### src/rtl/uart_rx_fifo_pkg.sv
// Shared receiver definitions: FSM state type, parity encodings and the
// expected-parity helper used by the RX decoder.
package uart_pkg;

    localparam int unsigned PAR_NONE = 0;
    localparam int unsigned PAR_EVEN = 1;
    localparam int unsigned PAR_ODD  = 2;

    typedef enum logic [2:0] {
        ST_IDLE  = 3'd0,
        ST_START = 3'd1,
        ST_DATA  = 3'd2,
        ST_PAR   = 3'd3,
        ST_STOP  = 3'd4
    } rx_state_e;

    // Parity bit the transmitter should have sent, given the XOR of the data bits.
    function automatic logic par_expect(input logic data_xor, input int unsigned mode);
        return (mode == PAR_ODD) ? ~data_xor : data_xor;
    endfunction

endpackage

### src/rtl/uart_rx_fifo_sync_fifo.sv
// Single-clock first-word-fall-through FIFO with occupancy count.
// A write into a full FIFO is accepted only when a read happens in the same cycle.
module sync_fifo #(
    parameter int unsigned WIDTH = 8,
    parameter int unsigned DEPTH = 16
) (
    input  logic                   clk,
    input  logic                   rst,
    input  logic                   wr_en,
    input  logic [WIDTH-1:0]       wr_data,
    input  logic                   rd_en,
    output logic [WIDTH-1:0]       rd_data,
    output logic                   empty,
    output logic                   full,
    output logic [$clog2(DEPTH):0] count
);
    localparam int unsigned AW = $clog2(DEPTH);
    localparam int unsigned CW = AW + 1;

    logic [WIDTH-1:0] mem_q [DEPTH];
    logic [AW-1:0]    wr_ptr_q, wr_ptr_d;
    logic [AW-1:0]    rd_ptr_q, rd_ptr_d;
    logic [CW-1:0]    count_q, count_d;
    logic             do_rd;
    logic             do_wr;

    assign empty   = (count_q == '0);
    assign full    = (count_q == CW'(DEPTH));
    assign do_rd   = rd_en && !empty;
    assign do_wr   = wr_en && (!full || do_rd);
    assign rd_data = mem_q[rd_ptr_q];
    assign count   = count_q;

    // Next pointer/count values; pointers wrap naturally at DEPTH (power of two).
    always_comb begin
        wr_ptr_d = wr_ptr_q;
        rd_ptr_d = rd_ptr_q;
        count_d  = count_q;
        if (do_wr) begin
            wr_ptr_d = wr_ptr_q + AW'(1);
        end
        if (do_rd) begin
            rd_ptr_d = rd_ptr_q + AW'(1);
        end
        if (do_wr && !do_rd) begin
            count_d = count_q + CW'(1);
        end else if (do_rd && !do_wr) begin
            count_d = count_q - CW'(1);
        end
    end

    // Pointer and count registers.
    always_ff @(posedge clk) begin
        if (rst) begin
            wr_ptr_q <= '0;
            rd_ptr_q <= '0;
            count_q  <= '0;
        end else begin
            wr_ptr_q <= wr_ptr_d;
            rd_ptr_q <= rd_ptr_d;
            count_q  <= count_d;
        end
    end

    // Storage array, deliberately not reset.
    always_ff @(posedge clk) begin
        if (do_wr && !rst) begin
            mem_q[wr_ptr_q] <= wr_data;
        end
    end

endmodule

### src/rtl/uart_rx_fifo.sv
// UART receiver (8N1-style framing, optional parity) feeding a FWFT receive FIFO.
// Good frames are pushed the cycle after the stop sample; framing, parity and
// overrun conditions raise sticky flags cleared by err_clr.
module uart_rx_fifo
    import uart_pkg::*;
#(
    parameter int unsigned CLK_PER_HALF_BIT = 86,
    parameter int unsigned DATA_BITS        = 8,
    parameter int unsigned PARITY           = 0,
    parameter int unsigned FIFO_DEPTH       = 16
) (
    input  logic                        clk,
    input  logic                        rst,
    input  logic                        rxd,
    input  logic                        rd_en,
    output logic [DATA_BITS-1:0]        dout,
    output logic                        empty,
    output logic                        full,
    output logic [$clog2(FIFO_DEPTH):0] count,
    output logic                        ferr,
    output logic                        perr,
    output logic                        overrun,
    input  logic                        err_clr
);
    localparam int unsigned    TW       = $clog2(2 * CLK_PER_HALF_BIT);
    localparam logic [TW-1:0]  HALF_M1  = TW'(CLK_PER_HALF_BIT - 1);
    localparam logic [TW-1:0]  FULL_M1  = TW'(2 * CLK_PER_HALF_BIT - 1);
    localparam int unsigned    BW       = $clog2(DATA_BITS);
    localparam logic [BW-1:0]  LAST_BIT = BW'(DATA_BITS - 1);

    logic                 sync1_q, sync2_q, prev_q;
    logic                 rxd_s;
    logic                 fall;
    rx_state_e            state_q, state_d;
    logic [TW-1:0]        timer_q, timer_d;
    logic [BW-1:0]        bit_q, bit_d;
    logic [DATA_BITS-1:0] shift_q, shift_d;
    logic                 par_q, par_d;
    logic                 push_q, push_d;
    logic                 ferr_set, perr_set, ovr_set;
    logic                 ferr_q, perr_q, ovr_q;
    logic                 fifo_full;

    assign rxd_s = sync2_q;
    assign fall  = prev_q && !sync2_q;

    // Two-flop synchronizer plus one delayed copy for falling-edge detection.
    always_ff @(posedge clk) begin
        if (rst) begin
            sync1_q <= 1'b1;
            sync2_q <= 1'b1;
            prev_q  <= 1'b1;
        end else begin
            sync1_q <= rxd;
            sync2_q <= sync1_q;
            prev_q  <= sync2_q;
        end
    end

    // Receiver FSM: mid-bit sampling driven by a down-counting bit timer.
    always_comb begin
        state_d  = state_q;
        timer_d  = timer_q;
        bit_d    = bit_q;
        shift_d  = shift_q;
        par_d    = par_q;
        push_d   = 1'b0;
        ferr_set = 1'b0;
        perr_set = 1'b0;
        unique case (state_q)
            ST_IDLE: begin
                if (fall) begin
                    state_d = ST_START;
                    timer_d = HALF_M1;
                end
            end
            ST_START: begin
                if (timer_q == '0) begin
                    if (!rxd_s) begin
                        state_d = ST_DATA;
                        timer_d = FULL_M1;
                        bit_d   = '0;
                    end else begin
                        state_d = ST_IDLE;
                    end
                end else begin
                    timer_d = timer_q - TW'(1);
                end
            end
            ST_DATA: begin
                if (timer_q == '0) begin
                    shift_d = {rxd_s, shift_q[DATA_BITS-1:1]};
                    timer_d = FULL_M1;
                    if (bit_q == LAST_BIT) begin
                        state_d = (PARITY != PAR_NONE) ? ST_PAR : ST_STOP;
                    end else begin
                        bit_d = bit_q + BW'(1);
                    end
                end else begin
                    timer_d = timer_q - TW'(1);
                end
            end
            ST_PAR: begin
                if (timer_q == '0) begin
                    par_d   = rxd_s;
                    timer_d = FULL_M1;
                    state_d = ST_STOP;
                end else begin
                    timer_d = timer_q - TW'(1);
                end
            end
            ST_STOP: begin
                if (timer_q == '0) begin
                    // Leave immediately so a start bit right after the stop bit is caught.
                    state_d = ST_IDLE;
                    if (!rxd_s) begin
                        ferr_set = 1'b1;
                    end else if ((PARITY != PAR_NONE) &&
                                 (par_q != par_expect(^shift_q, PARITY))) begin
                        perr_set = 1'b1;
                    end else begin
                        push_d = 1'b1;
                    end
                end else begin
                    timer_d = timer_q - TW'(1);
                end
            end
            default: begin
                state_d = ST_IDLE;
            end
        endcase
    end

    // Receiver state registers; reset aborts any frame in flight.
    always_ff @(posedge clk) begin
        if (rst) begin
            state_q <= ST_IDLE;
            timer_q <= '0;
            bit_q   <= '0;
            shift_q <= '0;
            par_q   <= 1'b0;
            push_q  <= 1'b0;
        end else begin
            state_q <= state_d;
            timer_q <= timer_d;
            bit_q   <= bit_d;
            shift_q <= shift_d;
            par_q   <= par_d;
            push_q  <= push_d;
        end
    end

    // A push into a full FIFO is lost unless the consumer pops in the same cycle.
    assign ovr_set = push_q && fifo_full && !rd_en;

    // Sticky error flags; a new error wins over a simultaneous clear.
    always_ff @(posedge clk) begin
        if (rst) begin
            ferr_q <= 1'b0;
            perr_q <= 1'b0;
            ovr_q  <= 1'b0;
        end else begin
            ferr_q <= ferr_set || (ferr_q && !err_clr);
            perr_q <= perr_set || (perr_q && !err_clr);
            ovr_q  <= ovr_set  || (ovr_q  && !err_clr);
        end
    end

    sync_fifo #(
        .WIDTH (DATA_BITS),
        .DEPTH (FIFO_DEPTH)
    ) u_fifo (
        .clk     (clk),
        .rst     (rst),
        .wr_en   (push_q),
        .wr_data (shift_q),
        .rd_en   (rd_en),
        .rd_data (dout),
        .empty   (empty),
        .full    (fifo_full),
        .count   (count)
    );

    assign full    = fifo_full;
    assign ferr    = ferr_q;
    assign perr    = perr_q;
    assign overrun = ovr_q;

endmodule

### config.mk
export PLATFORM = sky130hd
export DESIGN_NAME = uart_rx_fifo
export DESIGN_NICKNAME = d
export VERILOG_FILES = /design/src/rtl/uart_rx_fifo_pkg.sv /design/src/rtl/uart_rx_fifo_sync_fifo.sv /design/src/rtl/uart_rx_fifo.sv
export SDC_FILE = /design/constraint.sdc
export NUM_CORES = 1
export LEC_CHECK = 0
export ABC_CLOCK_PERIOD_IN_PS = 7500
export BUFFER_PORTS_ARGS = -buffer_cell sky130_fd_sc_hd__buf_2
export CORE_ASPECT_RATIO = 1.1
export CORE_MARGIN = 2
export CORE_UTILIZATION = 45
export CTS_CLUSTER_SIZE = 8
export DETAILED_ROUTE_END_ITERATION = 6
export SYNTH_ARGS = -nofsm -noshare
export SYNTH_HDL_FRONTEND = slang
export SYNTH_SLANG_ARGS = --single-unit
### constraint.sdc
create_clock -name clk -period 7.5 [get_ports clk]
set_input_delay 0.375 -clock clk [delete_from_list [all_inputs] [get_ports clk]]
set_output_delay 0.375 -clock clk [all_outputs]
set_load 0.01 [all_outputs]
==> summary.md <==
| Metric | Value |
|---|---|
| Crit path time final | `3.04 ns` |
| Fin crit share | `roughly 41%` |
| Die X | `approximately 120 um` |
| Clk_skew | `0.00796 ns` |
| Synthesized area per cell | `between 15 and 20 sq um` |
| Clock-pin slew on the worst setup and hold paths | `around 0.070 ns` |
| Largest net degree at the start of global routing | `46` |
| DP Wirelength | `roughly 8700 um` |
| Crit path largest cell delay | `0.59 ns` |
| Mapped Area | `about 7100 sq um` |
| CP max-delay cell | `or4_4` |
| Final Hold Fails | `0` |
| Top sig layer | `met4` |
| Synth warn | `0` |
| Reg area | `4770 sq um` |
| Slew HR | `between 20% and 30%` |
| Main flop type after synthesis | `edfxtp_1` |
| Reg2Reg Setup Slack | `between 4 and 5 ns` |
| Synth-to-layout area growth | `11.3%` |
| DRC Markers | `0` |
| RSZ-0062 raised after global routing | `no` |
| Clock Root Buffer | `clkbuf_16` |
| Worst Path Buf+Inv | `1` |
| Gr usage total | `roughly 17%` |
| Core area | `15600 sq um` |
| Critical Path Start | `u_fifo.count[0]` |
| Max FO, Critical Path | `7` |
| CTS tree | `yes` |
| Max-cap viol count | `0` |
| Register area share after synthesis | `66.8%` |
| Power Dens Cells | `287 nW/um^2` |
| N_diodes | `0` |
| Vias | `3784` |
| Critical Path End | `u_fifo.count[4]` |
| # clock sinks | `174` |
| CTS Hold Buffers Added | `0` |
| FP Rows | `48` |
| Share of layout cells above drive strength 1 | `23.6%` |
| Fmax | `0.328 GHz` |
| Layout net count | `490` |
| Met3 WL | `561 um` |
| Final setup vio count | `0` |
| WL met1 | `5820 um` |
| Setup TNS Final | `0 ns` |
| Hold WC Path Type | `in -> reg` |
| Cells after synthesis | `about 450` |
| Initial antenna violation count | `0` |
| Total power | `around 2.3 mW` |
| Startpoint Class | `register` |
| CP most frequent cell | `ha_1` |
| First-pass GRT wire length | `21500 um` |
| Pre-antenna DRT Iters | `4` |
| Leak | `2.75 nW` |
| Crit-path cells | `or4_4 > o31a_1 > ha_1 > inv_1 > ha_1 > a21o_1 > a21oi_1 > mux2i_1 > mux2_2` |
| WP data required | `7.81 ns` |
| R2R Path End | `u_fifo.count[4]` |
| Initial Utilization | `45.7%` |
| CTS HTree Levels | `4` |
| GP Congestion | `between 0.8 and 0.9` |
| Critical Path AT | `roughly 3.4 ns` |
| Critical Path End Type | `register` |
| Most common cell after layout, fill and taps aside | `edfxtp_1` |
| IO Port Bufs | `22` |
| Total Wirelength | `between 10000 and 15000 um` |
| CTS Buffer Depth | `2` |
| Crit path depth | `9` |
| Vias in the first global route | `3917` |
| Critical path class | `reg -> reg` |
| Via density | `5.53` |
| Slew Viols, Final | `0` |
| Slew @ Worst Pin | `1.05 ns` |
| Reg-to-Reg Start | `u_fifo.count[0]` |
| FF+latch count, synth | `174` |
| Clk_lat worst skew | `0.42 ns` |
| Delay-heaviest family, CP | `compound AO/OA/AOI/OAI gates` |
| Worst r2r path cells | `9` |
| Synth unique cells | `56` |
| Resized cells post-CTS | `0` |
| Chip height | `approximately 140 um` |
| Die area | `16900 sq um` |
| Status | `complete, no violations` |
| Area occupied by multi-input gates | `2210 sq um` |
| WL per Instance | `slightly below 20 um` |
| I/O Pins | `23` |
| Most frequent cells in the layout | `edfxtp_1, nor2_1, dfxtp_1, mux4_2, buf_2` |
| EDFF count, synth | `128` |
| DR iter-0 viols | `337` |
| Async S/R FF share, synth | `0%` |
| GRT Residual Overflow | `0` |
| # fillers | `approximately 1300` |
| Met2 WL | `approximately 6700 um` |
| Inserted Clock Buffers | `17` |
| Syn nets | `471` |
| Max VDD drop | `0.000184 V` |
| Post CTS Setup Buffer Count | `0` |
| Post-DRT Antenna Nets | `0` |
==> power breakdown <==
part / internal (mW) / switching, mW
logic: 0.209 / 0.209
clock network: 0.429 / 0.364
registers: 1.04 / 0.0269
==> cell type report <==
cell class | count | share of cell area [%]
Clock buffer | 18 | 5.40
Clock inverter | 14 | 1.39
Inverter | 14 | 0.662
Multi-Input combinational cell | 240 | 27.8
Sequential cell | 174 | 60.0
Tap cell | 200 | 3.15
Timing Repair Buffer | 24 | 1.58
==> Yosys cell counts, types with 7 or more instances <==
library cell	number	area share (%)
nor3_1	9	0.63
mux4_2	40	13
mux2i_1	10	1.4
nor2_1	58	3.1
inv_1	14	0.74
a21oi_1	15	1.1
ha_1	13	2.3
nand2_1	17	0.89
xor2_1	7	0.86
dfxtp_1	46	13
edfxtp_1	128	54
clkbuf_1	9	0.47
==> routing by layer <==
| metal | vias up | track usage, % |
|---|---|---|
| met5 | - | 0 |
| met4 | 0 | 6.87 |
| met3 | 18 | 3.86 |
| met2 | 93 | 28.1 |
| met1 | 1894 | 23.1 |
| li1 | 1779 | - |
==> per-stage QoR <==
stage	std cells	util, %	hold slack, ns	setup WS [ns]	instance area, sq um
final	684	50.9	0.129	4.46	7940
after global routing	684	50.9	0.126	4.27	7940
after CTS	684	50.9	0.111	4.44	7940
after detailed placement	652	47.4	0.405	4.46	7400
after global placement	652	47.4	0.401	4.56	7400
after floorplan	452	-	0.389	4.63	7130
==> worst min-delay path by stage <==
stage	start	end	depth (start not counted)
after floorplan	sync1_q	rxd_s	1
after global placement	sync1_q	rxd_s	1
after detailed placement	sync1_q	rxd_s	1
after CTS	err_clr	perr	2
after global routing	rxd	sync1_q	2
final	err_clr	perr	2
==> sequential cells by signal, summed over array words and instances (netlist names), 3 cells and up, named ones only <==
| name | count |
|---|---|
| timer_q | 8 |
| u_fifo.rd_ptr_q | 4 |
| shift_q | 8 |
| u_fifo.count | 5 |
| bit_q | 3 |
| u_fifo.mem_q | 128 |
| state_q | 3 |
| u_fifo.wr_ptr_q | 4 |
==> kinds of logic (layout without fill, tap and decap cells) <==
kind of cell,count (synthesis),in the layout,synth area share [%]
AOI/OAI and AO/OA,47,47,4.33
xor gates and xnor gates,9,9,1.10
adders and majority gates,14,14,2.56
buffers and inverters,38,70,2.39
DFF,174,174,66.8
muxes,51,51,14.2
and+or+nand+nor,119,119,8.65
No activity file was read; power rests on OpenSTA's default activity.
